<file path="src/rtl/fetch_ctrl.sv">
// fetch_ctrl: instruction fetch sequencer with IDLE/FETCH/HOLD FSM and one-entry redirect buffer.
// Define FETCH_EXC_EN to add the ExcReq port and EXC_VEC exception redirect.
module fetch_ctrl #(
  parameter logic [31:2] RESET_PC = 30'h00100000
`ifdef FETCH_EXC_EN
  , parameter logic [31:2] EXC_VEC = 30'h00100060
`endif
) (
  input  logic        Clk,
  input  logic        Reset,
  input  logic        Stall,
  input  logic        JTaken,
  input  logic [31:2] JTarget,
  input  logic        BrTaken,
  input  logic [31:2] BrTarget,
`ifdef FETCH_EXC_EN
  input  logic        ExcReq,
`endif
  input  logic        ImemAck,
  input  logic [31:0] ImemRdata,
  output logic        ImemReq,
  output logic [31:2] ImemAddr,
  output logic [31:0] Instr,
  output logic        InstrValid,
  output logic [31:2] PC
);
  typedef enum logic [1:0] {IDLE, FETCH, HOLD} state_t;
  state_t      r_state;
  logic        r_redir_pend;
  logic [31:2] r_redir_tgt;
  logic        w_redir;
  logic [31:2] w_tgt;
`ifdef FETCH_EXC_EN
  assign w_redir = ExcReq | JTaken | BrTaken;
  assign w_tgt   = ExcReq ? EXC_VEC : JTaken ? JTarget : BrTarget;
`else
  assign w_redir = JTaken | BrTaken;
  assign w_tgt   = JTaken ? JTarget : BrTarget;
`endif
  assign ImemAddr = PC;
  always_ff @(posedge Clk) begin
    if (Reset) begin
      r_state      <= IDLE;
      PC           <= RESET_PC;
      ImemReq      <= 1'b0;
      InstrValid   <= 1'b0;
      Instr        <= 32'h0;
      r_redir_pend <= 1'b0;
      r_redir_tgt  <= '0;
    end else begin
      case (r_state)
        IDLE: begin
          if (w_redir) PC <= w_tgt;
          r_state <= FETCH;
          ImemReq <= 1'b1;
        end
        FETCH: begin
          if (!ImemAck) begin
            if (w_redir) begin
              r_redir_pend <= 1'b1;
              r_redir_tgt  <= w_tgt;
            end
          end else if (!w_redir && !r_redir_pend) begin
            Instr      <= ImemRdata;
            InstrValid <= 1'b1;
            ImemReq    <= 1'b0;
            r_state    <= HOLD;
          end else begin
            // a redirect arriving with the ack beats the buffered target
            PC           <= w_redir ? w_tgt : r_redir_tgt;
            r_redir_pend <= 1'b0;
            ImemReq      <= 1'b0;
            r_state      <= IDLE;
          end
        end
        HOLD: begin
          if (w_redir || !Stall) begin
            PC         <= w_redir ? w_tgt : PC + 30'd1;
            InstrValid <= 1'b0;
            ImemReq    <= 1'b1;
            r_state    <= FETCH;
          end
        end
        default: begin
          r_state <= IDLE;
          ImemReq <= 1'b0;
        end
      endcase
    end
  end
endmodule

</file>
<file path="config.mk">
export PLATFORM = sky130hd
export DESIGN_NAME = fetch_ctrl
export DESIGN_NICKNAME = d
export VERILOG_FILES = /design/src/rtl/fetch_ctrl.sv
export SDC_FILE = /design/constraint.sdc
export NUM_CORES = 1
export LEC_CHECK = 0
export ABC_AREA = 1
export CORE_UTILIZATION = 43
export CTS_CLUSTER_DIAMETER = 30
export DETAILED_ROUTE_END_ITERATION = 7
export HOLD_SLACK_MARGIN = 0.12
export PLACE_DENSITY = 0.81
export SYNTH_ARGS = -nofsm -noshare
export SYNTH_HDL_FRONTEND = slang
export SYNTH_SLANG_ARGS = --single-unit
</file>
<file path="constraint.sdc">
create_clock -name Clk -period 1.61 [get_ports Clk]
set_input_delay 0.4025 -clock Clk [delete_from_list [all_inputs] [get_ports Clk]]
set_output_delay 0.4025 -clock Clk [all_outputs]
set_load 0.01 [all_outputs]
</file>
==> summary.md, run 1 <==
| Metric | Value |
|---|---|
| Measured slew at the worst slew-check pin | 0.377 ns |
| Max incr delay on CP | 0.35 ns |
| CTS buffer count | 9 |
| Kind of critical path | flop to flop |
| DR iter-0 viols | 814 |
| Async S/R FF share, synth | 0% |
| Hold wc startpoint | Reset |
| Final setup viols | 62 |
| R2r endpoint | ImemAddr[7] |
| Simple-gate share of the synthesized area | 33.2% |
| Initial core utilization | 44.9% |
| Cell internal pwr | 5300 µW |
| Slowest CP cell | dfxtp_2 |
| Violated checks | negative setup slack |
| Multi-input logic area | 3860 µm² |
| Final worst slack | -0.290 ns |
| Layout cells sized above 1 | 21.0% |
| Number of failing hold endpoints at the final stage | 0 |
| P_sw | 3060 µW |
| Post-DRT Antenna Nets | 0 |
| Layout area overhead | 56.8% |
| Top cell type's share of synthesized area | 30.7% |
| Arr. time, crit path | 2.19 ns |
| CP required | 1.90 ns |
| Distinct cells, synth | 40 |
| Final Non-Filler Cells | 1464 |
| Initial antenna violation count | 0 |
| GRT Total Usage | 30.3% |
| Highest clock rate | 526 MHz |
| CP cell instances | inv_2 > ha_4 > inv_4 > nor2_4 > a31oi_4 > nand4_4 > buf_12 > buf_4 > buf_6 > a31oi_4 > nand2_2 > a21oi_2 |
| Total of warnings raised by yosys | 0 |
| Ranking of synthesized cells by area | dfxtp_1 31%, nand2_1 22%, a21oi_1 9.7%, inv_1 5.1%, o21ai_0 4.3% |
| Chip height | 123 µm |
| Met3 WL | 2950 µm |
| Flop pwr share | 34.1% |
| Core box area | 14100 µm² |
| Top sig layer | met4 |
| TritonCTS clock tree | built |
| Final period util | 118% |
| Vias | 8112 |
| Final nets | 1383 |
| Depth of the worst register-to-register path | 12 |
| Die ar. | 15200 µm² |
| Adder-cell share of the synthesized area | 1.19% |
| Clock transition at the registers of the reported paths | 0.08 ns |
| Crit path top cell by count | a31oi_4 |
| Dpl cells | 1415 |
| FF-to-FF setup slack | -0.29 ns |
| Largest family of logic cells by synthesized area | simple AND/OR/NAND/NOR gates |
| RD Place Congestion | 0.917 |
| Crit-path max FO | 6 |
| IO buf count | 191 |
| Residual DRC | 0 |
| Worst hold endpoint | Instr[20] |
| Clock sink count | 97 |
| Post-DP Area | 8780 µm² |
| Clk buf depth | 2 |
| Max Slew Vio Count | 0 |
| Most common cell in the synthesized netlist | nand2_1 |
| IR drop worst, VDD | 632 µV |
| Floorplan die width | 123 µm |
| Combinational share of power | 38.4% |
| Slew HR | 74.6% |
| H-tree depth | 3 |
| Worst hold path cell count | 2 |
| Total Wirelength | 24800 µm |
| RR Startpoint | r_state[1] |
| Total power | 8370 µW |
| Post-synthesis mux area share | 0% |
| Synth area leader | dfxtp_1 |
| Element type at the critical path end | flop |
| Post-synth EDFFs | 0 |
| Post-Syn Area | 6330 µm² |
| Total nets after synthesis | 1138 |
| Row count | 43 |
| Register area | 2010 µm² |
| Mapped Cells | 1034 |
| Clock Latency Late Sink | 0.37 ns |
| Post-DR vias/cell | 5.54 |
| Global route overflow | 0 |
| Leak pwr | 0.00463 µW |
| Met1 wire length | 9260 µm |
| Yosys reg bits | 97 |
| DP Wirelength | 14300 µm |
| Top_reg_cell synth | dfxtp_1 |
| Switch share | 36.6% |
| Max-cap violations | 0 |
| Root Driver | clkbuf_16 |
| Skew final | 0.00827 ns |
| Metal2 WL | 11700 µm |
| Hold WC Path Type | input port to flop |
| Clock power frac | 27.5% |
| Number of fill cells in the layout | 1111 |
| Status | finished with violations |
| PD cells | 844 nW/µm² |
| Largest net degree at the start of global routing | 65 |
| Synth top cells by count | 378 x nand2_1, 123 x a21oi_1, 97 x dfxtp_1, 86 x inv_1, 54 x o21ai_0 |
| Vias in the first global route | 7568 |
| Unrepaired setup endpoints after global routing | yes |
| Min cycle time layout | 1.90 ns |
| Global-route wire length before repair | 36000 µm |
| CP startpoint kind | flop |
| Wire per inst | 16.9 µm |
| Ports | 192 |
| Ant diodes | 0 |
| Synth Area in Compound Gates | 19.8% |
| Mean post-synth cell area | 6.12 µm² |
| XOR/XNOR share of the synthesized area | 1.52% |
| Sequential fraction of the synthesis area | 30.7% |
| Final instance area | 9920 µm² |
| First-pass DRT Iterations | 8 |
## state kept, by name, indices dropped and copies added, names as in the netlist
name	flops
Instr	32
ImemAddr	30
ImemReq	1
r_redir_tgt	30
r_redir_pend	1
InstrValid	1
r_state	2
## worst max-delay path: cells and delay by family, from the launching register on
family / cells / cell delay, ns
compound gates: 3 / 0.48
fa+ha+maj: 1 / 0.18
buf+inv: 5 / 0.53
flops: 1 / 0.35
simple gates: 3 / 0.26
## worst max path at each step
stage / cells past startpoint / startpoint / slack [ns] / endpoint
floorplan: 9 / r_state[0] / -0.004 / ImemAddr[18]
global placement: 11 / JTaken / -0.57 / ImemAddr[9]
detailed placement: 10 / JTaken / -0.65 / ImemAddr[23]
CTS: 12 / r_state[1] / -0.21 / ImemAddr[7]
global route: 9 / r_state[1] / -0.53 / ImemAddr[11]
finish: 12 / r_state[1] / -0.29 / ImemAddr[7]
## power groups by stage
stage	Combinational (µW)	Clock, µW	Sequential [µW]
CTS	2870	2280	2830
detailed placement	2640	0	2850
finish	3220	2300	2850
global placement	2600	0	2850
floorplan	1360	0	2910
global route	3460	2410	2870
## kinds of logic (layout without fill, tap and decap cells)
kind of cell    after synthesis  count (layout)
fa+ha+maj                     6               6
xor+xnor                     11              11
buf+inv                     182             431
flops                        97              97
compound gates              233             233
simple gates                505             506
## routing by layer
metal / up-vias / GRT usage (%)
li1: 3796 / -
met1: 3708 / 35.4
met2: 509 / 52.3
met3: 99 / 9.32
met4: 0 / 10.4
met5: - / 0
## placed cells by master, fill, tap and decap left out, types with 24 or more instances in the layout
| cell type | netlist | routed |
|---|---|---|
| dlygate4sd2_1 | 0 | 92 |
| inv_1 | 86 | 82 |
| a21oi_1 | 123 | 115 |
| nand2_1 | 378 | 363 |
| buf_4 | 32 | 90 |
| dfxtp_1 | 97 | 66 |
| nor2_1 | 43 | 39 |
| o21ai_1 | 19 | 45 |
| clkdlybuf4s50_1 | 0 | 93 |
| o21ai_0 | 54 | 24 |
| nand3_1 | 52 | 51 |
## cell type report
| cell class | instances | share of cell area, % |
|---|---|---|
| multi-input combinational | 756 | 39.0 |
| clock buffer | 9 | 2.27 |
| clock inverter | 7 | 0.782 |
| sequential | 97 | 20.2 |
| tap | 180 | 2.27 |
| inverter | 92 | 3.57 |
| timing repair buffer | 323 | 31.9 |
## stage by stage
stage	setup slack (ns)	setup TNS, ns	utilization (%)	hold slack (ns)
6_report	-0.290	-7.71	70.4	0.278
5_1_grt	-0.527	-13.49	70.4	0.281
4_1_cts	-0.207	-3.90	67.4	0.282
3_3_place_gp	-0.574	-45.57	62.3	0.446
2_1_floorplan	-0.00449	-0.00449	-	0.480
3_5_place_dp	-0.646	-50.30	62.3	0.452
## what timing repair did
item | in CTS | in global routing
gates resized for setup | 189 | 95
setup buffers | 15 | 11
setup endpoints to repair | 187 | 93
cloned | 5 | 8
pin swaps | 16 | 24
hold buffers | 0 | 0
(Power assumes the default switching activity.)
==> run 2, diff against run 1 <==
--- a/config.mk
+++ b/config.mk
@@ -8,9 +8,12 @@
 export ABC_AREA = 1
 export CORE_UTILIZATION = 43
 export CTS_CLUSTER_DIAMETER = 30
+export CTS_CLUSTER_SIZE = 14
 export DETAILED_ROUTE_END_ITERATION = 7
 export HOLD_SLACK_MARGIN = 0.12
+export MAX_ROUTING_LAYER = met4
 export PLACE_DENSITY = 0.81
+export REMOVE_ABC_BUFFERS = 1
 export SYNTH_ARGS = -nofsm -noshare
 export SYNTH_HDL_FRONTEND = slang
 export SYNTH_SLANG_ARGS = --single-unit
==> run 2 against run 1 <==
The flow still finishes with violations (negative setup slack). Setup slack gained 0.17 ns. Non-clock buffer count up 14. Die area stayed put. Critical path depth shrank 1. Clock skew increased by 0.0017 ns. Combinational power shrank 5%. Utilization is 0.071 points higher. Critical path type is now input port to flop. Critical endpoint is now ImemAddr[6].
==> summary.md, run 2 (synthesis results as in run 1) <==
| Metric | Value |
|---|---|
| Status | finished with violations (unchanged) |
| Violated checks | negative setup slack (unchanged) |
| Largest net degree at the start of global routing | 61 (was 65) |
| Arr. time, crit path | 1.96 ns (was 2.19 ns) |
| DR iter-0 viols | 656 (was 814) |
| Post-DR vias/cell | 5.36 (was 5.54) |
| Max Slew Vio Count | 0 (unchanged) |
| Pre-CTS setup slack | -0.657 ns (was -0.646 ns) |
| Clock Latency Late Sink | 0.37 ns (about the same) |
| Ports | 192 (unchanged) |
| Hold WS | 0.456 ns (was 0.278 ns) |
| Clock power frac | 27.0% (was 27.5%) |
| Depth of the worst register-to-register path | 10 (was 12) |
| Wire per inst | 15.4 µm (was 16.9 µm) |
| H-tree depth | 3 (unchanged) |
| First-pass DRT Iterations | 5 (was 8) |
| Clock sink count | 97 (unchanged) |
| Die ar. | 15200 µm² (unchanged) |
| P_sw | 2840 µW (was 3060 µW) |
| CTS buffer count | 9 (unchanged) |
| Hold wc startpoint | Instr[19] (was Reset) |
| Crit-path max FO | 6 (unchanged) |
| Max incr delay on CP | 0.24 ns (was 0.35 ns) |
| Worst hold endpoint | Instr[19] (was Instr[20]) |
| Measured slew at the worst slew-check pin | 0.353 ns (was 0.377 ns) |
| Global route overflow | 0 (unchanged) |
| RD Place Congestion | 0.972 (was 0.917) |
| Global-route wire length before repair | 34000 µm (was 36000 µm) |
| PD cells | 814 nW/µm² (was 844 nW/µm²) |
| Met3 WL | 2100 µm (was 2950 µm) |
| Root Driver | clkbuf_16 (unchanged) |
| Vias | 7923 (was 8112) |
| Chip height | 123 µm (unchanged) |
| Commonest non-fill, non-tap cell in the layout | nand2_1 (unchanged) |
| Metal2 WL | 10900 µm (was 11700 µm) |
| Element type at the critical path end | flop (unchanged) |
| Number of failing hold endpoints at the final stage | 0 (unchanged) |
| Skew final | 0.00998 ns (was 0.00827 ns) |
| Leak pwr | 0.00465 µW (was 0.00463 µW) |
| Layout area overhead | 56.9% (was 56.8%) |
| Multi-input logic area | 3790 µm² (was 3860 µm²) |
| TritonCTS clock tree | built (unchanged) |
| Vias in the first global route | 7240 (was 7568) |
| Clock transition at the registers of the reported paths | 0.07 ns (was 0.08 ns) |
| Cell internal pwr | 5240 µW (was 5300 µW) |
| Layout cells sized above 1 | 22.1% (was 21.0%) |
| GRT Total Usage | 29.4% (was 30.3%) |
| IO buf count | 191 (unchanged) |
| R2r endpoint | ImemAddr[6] (was ImemAddr[7]) |
| Final nets | 1396 (was 1383) |
| Hold WC Path Type | flop to flop (was input port to flop) |
| Kind of critical path | input port to flop (was flop to flop) |
| FF-to-FF setup slack | -0.11 ns (was -0.29 ns) |
| Min cycle time layout | 1.73 ns (was 1.90 ns) |
| Top sig layer | met4 (unchanged) |
| Number of fill cells in the layout | 1121 (was 1111) |
| CP startpoint kind | input port (was flop) |
| Slew HR | 76.4% (was 74.6%) |
| Setup TNS | -1.71 ns (was -7.71 ns) |
| Reg with most FFs | Instr (unchanged) |
| Ant diodes | 0 (unchanged) |
| CTS Hold Bufs | 0 (unchanged) |
| Unrepaired setup endpoints after global routing | yes (unchanged) |
| Post-DP Area | 9000 µm² (was 8780 µm²) |
| Combinational share of power | 38.0% (was 38.4%) |
| DP Wirelength | 14500 µm (was 14300 µm) |
| Final worst slack | -0.115 ns (was -0.290 ns) |
| Final setup viols | 30 (was 62) |
| Floorplan die width | 123 µm (unchanged) |
| CP required | 1.85 ns (was 1.90 ns) |
| Row count | 43 (unchanged) |
| Commonest non-fill, non-tap cells in the layout | 368 x nand2_1, 108 x a21oi_1, 107 x buf_4 (was 363 x nand2_1, 115 x a21oi_1, 93 x clkdlybuf4s50_1) |
| Met1 wire length | 8910 µm (was 9260 µm) |
| Flop pwr share | 35.0% (was 34.1%) |
| Clk buf depth | 2 (unchanged) |
| Max FFs per register | 32 (unchanged) |
| Total Wirelength | 22800 µm (was 24800 µm) |
| Max-cap violations | 0 (unchanged) |
| Core box area | 14100 µm² (unchanged) |
| Highest clock rate | 580 MHz (was 526 MHz) |
| Initial core utilization | 44.9% (unchanged) |
| Initial antenna violation count | 0 (unchanged) |
| Post-DRT Antenna Nets | 0 (unchanged) |
| Worst hold path cell count | 2 (unchanged) |
| Slowest CP cell | dlygate4sd2_1 (was dfxtp_2) |
| IR drop worst, VDD | 865 µV (was 632 µV) |
| Post-layout util | 70.4% (about the same) |
| Residual DRC | 0 (unchanged) |
| Register area | 1990 µm² (was 2010 µm²) |
| Final period util | 107% (was 118%) |
| Final instance area | 9930 µm² (was 9920 µm²) |
| RR Startpoint | r_state[1] (unchanged) |
| CP cell instances | dlygate4sd2_1 > buf_12 > nor2_8 > buf_4 > a31oi_4 > nand4_4 > buf_8 > buf_12 > buf_8 > nand2_1 > a21oi_1 (was inv_2 > ha_4 > inv_4 > nor2_4 > a31oi_4 > nand4_4 > buf_12 > buf_4 > buf_6 > a31oi_4 > nand2_2 > a21oi_2) |
| Switch share | 35.2% (was 36.6%) |
==> run 2: cell types whose count changed in the layout (fill, tap and decap cells not counted), sizes merged <==
cell,before,now
clkinv,1,3
inv,96,94
bufbuf,0,2
clkbuf,15,17
clkdlybuf4s15,4,2
buf,128,143
nand4,2,1
dlygate4sd2,92,89
==> run 2: how the worst max path moves through the flow <==
stage                start  cells after the start               to
2_1_floorplan   r_state[1]                      7  r_redir_tgt[10]
3_3_place_gp       BrTaken                     10      ImemAddr[5]
6_report            JTaken                     11      ImemAddr[6]
5_1_grt        ImemAddr[3]                     14     ImemAddr[27]
3_5_place_dp       BrTaken                     10      ImemAddr[4]
4_1_cts         r_state[0]                     10     ImemAddr[10]
==> run 2: cell type report <==
cell class	count	share of cell area (%)
clock inverter	7	0.605
clock buffer	9	2.27
inverter	92	3.65
multi-input combinational	755	38.1
tap	180	2.27
timing repair buffer	337	33.0
sequential	97	20.1
==> run 2: metal layers <==
layer	global-route usage, %	vias up
met4	13.1	0
li1	-	3813
met1	33.2	3592
met2	50.1	431
met5	-	-
met3	6.13	87
==> run 2: power groups by stage <==
stage          registers [µW]  clock network, µW  logic [µW]
2_1_floorplan            2970                  0        1010
3_3_place_gp             2830                  0        2700
3_5_place_dp             2830                  0        2750
4_1_cts                  2810               2180        2880
5_1_grt                  2850               2300        3310
6_report                 2830               2180        3070
==> run 2: what timing repair did <==
item / CTS / global route
setup buffers: 11 / 10
pin swaps: 16 / 20
setup endpoints to repair: 188 / 59
resized for setup: 183 / 71
cloned: 6 / 2
==> run 2: stage by stage <==
step,total power (µW),cells
final,8080,1477
after global routing,8460,1477
after CTS,7870,1465
after detailed placement,5590,1432
after global placement,5530,1432
after floorplan,3980,944
==> run 2: critical path: cells and delay by family <==
| family | cells | cell delay (ns) |
|---|---|---|
| AND/OR/NAND/NOR | 3 | 0.28 |
| buffers and inverters | 6 | 0.98 |
| AO/OA/AOI/OAI | 2 | 0.29 |
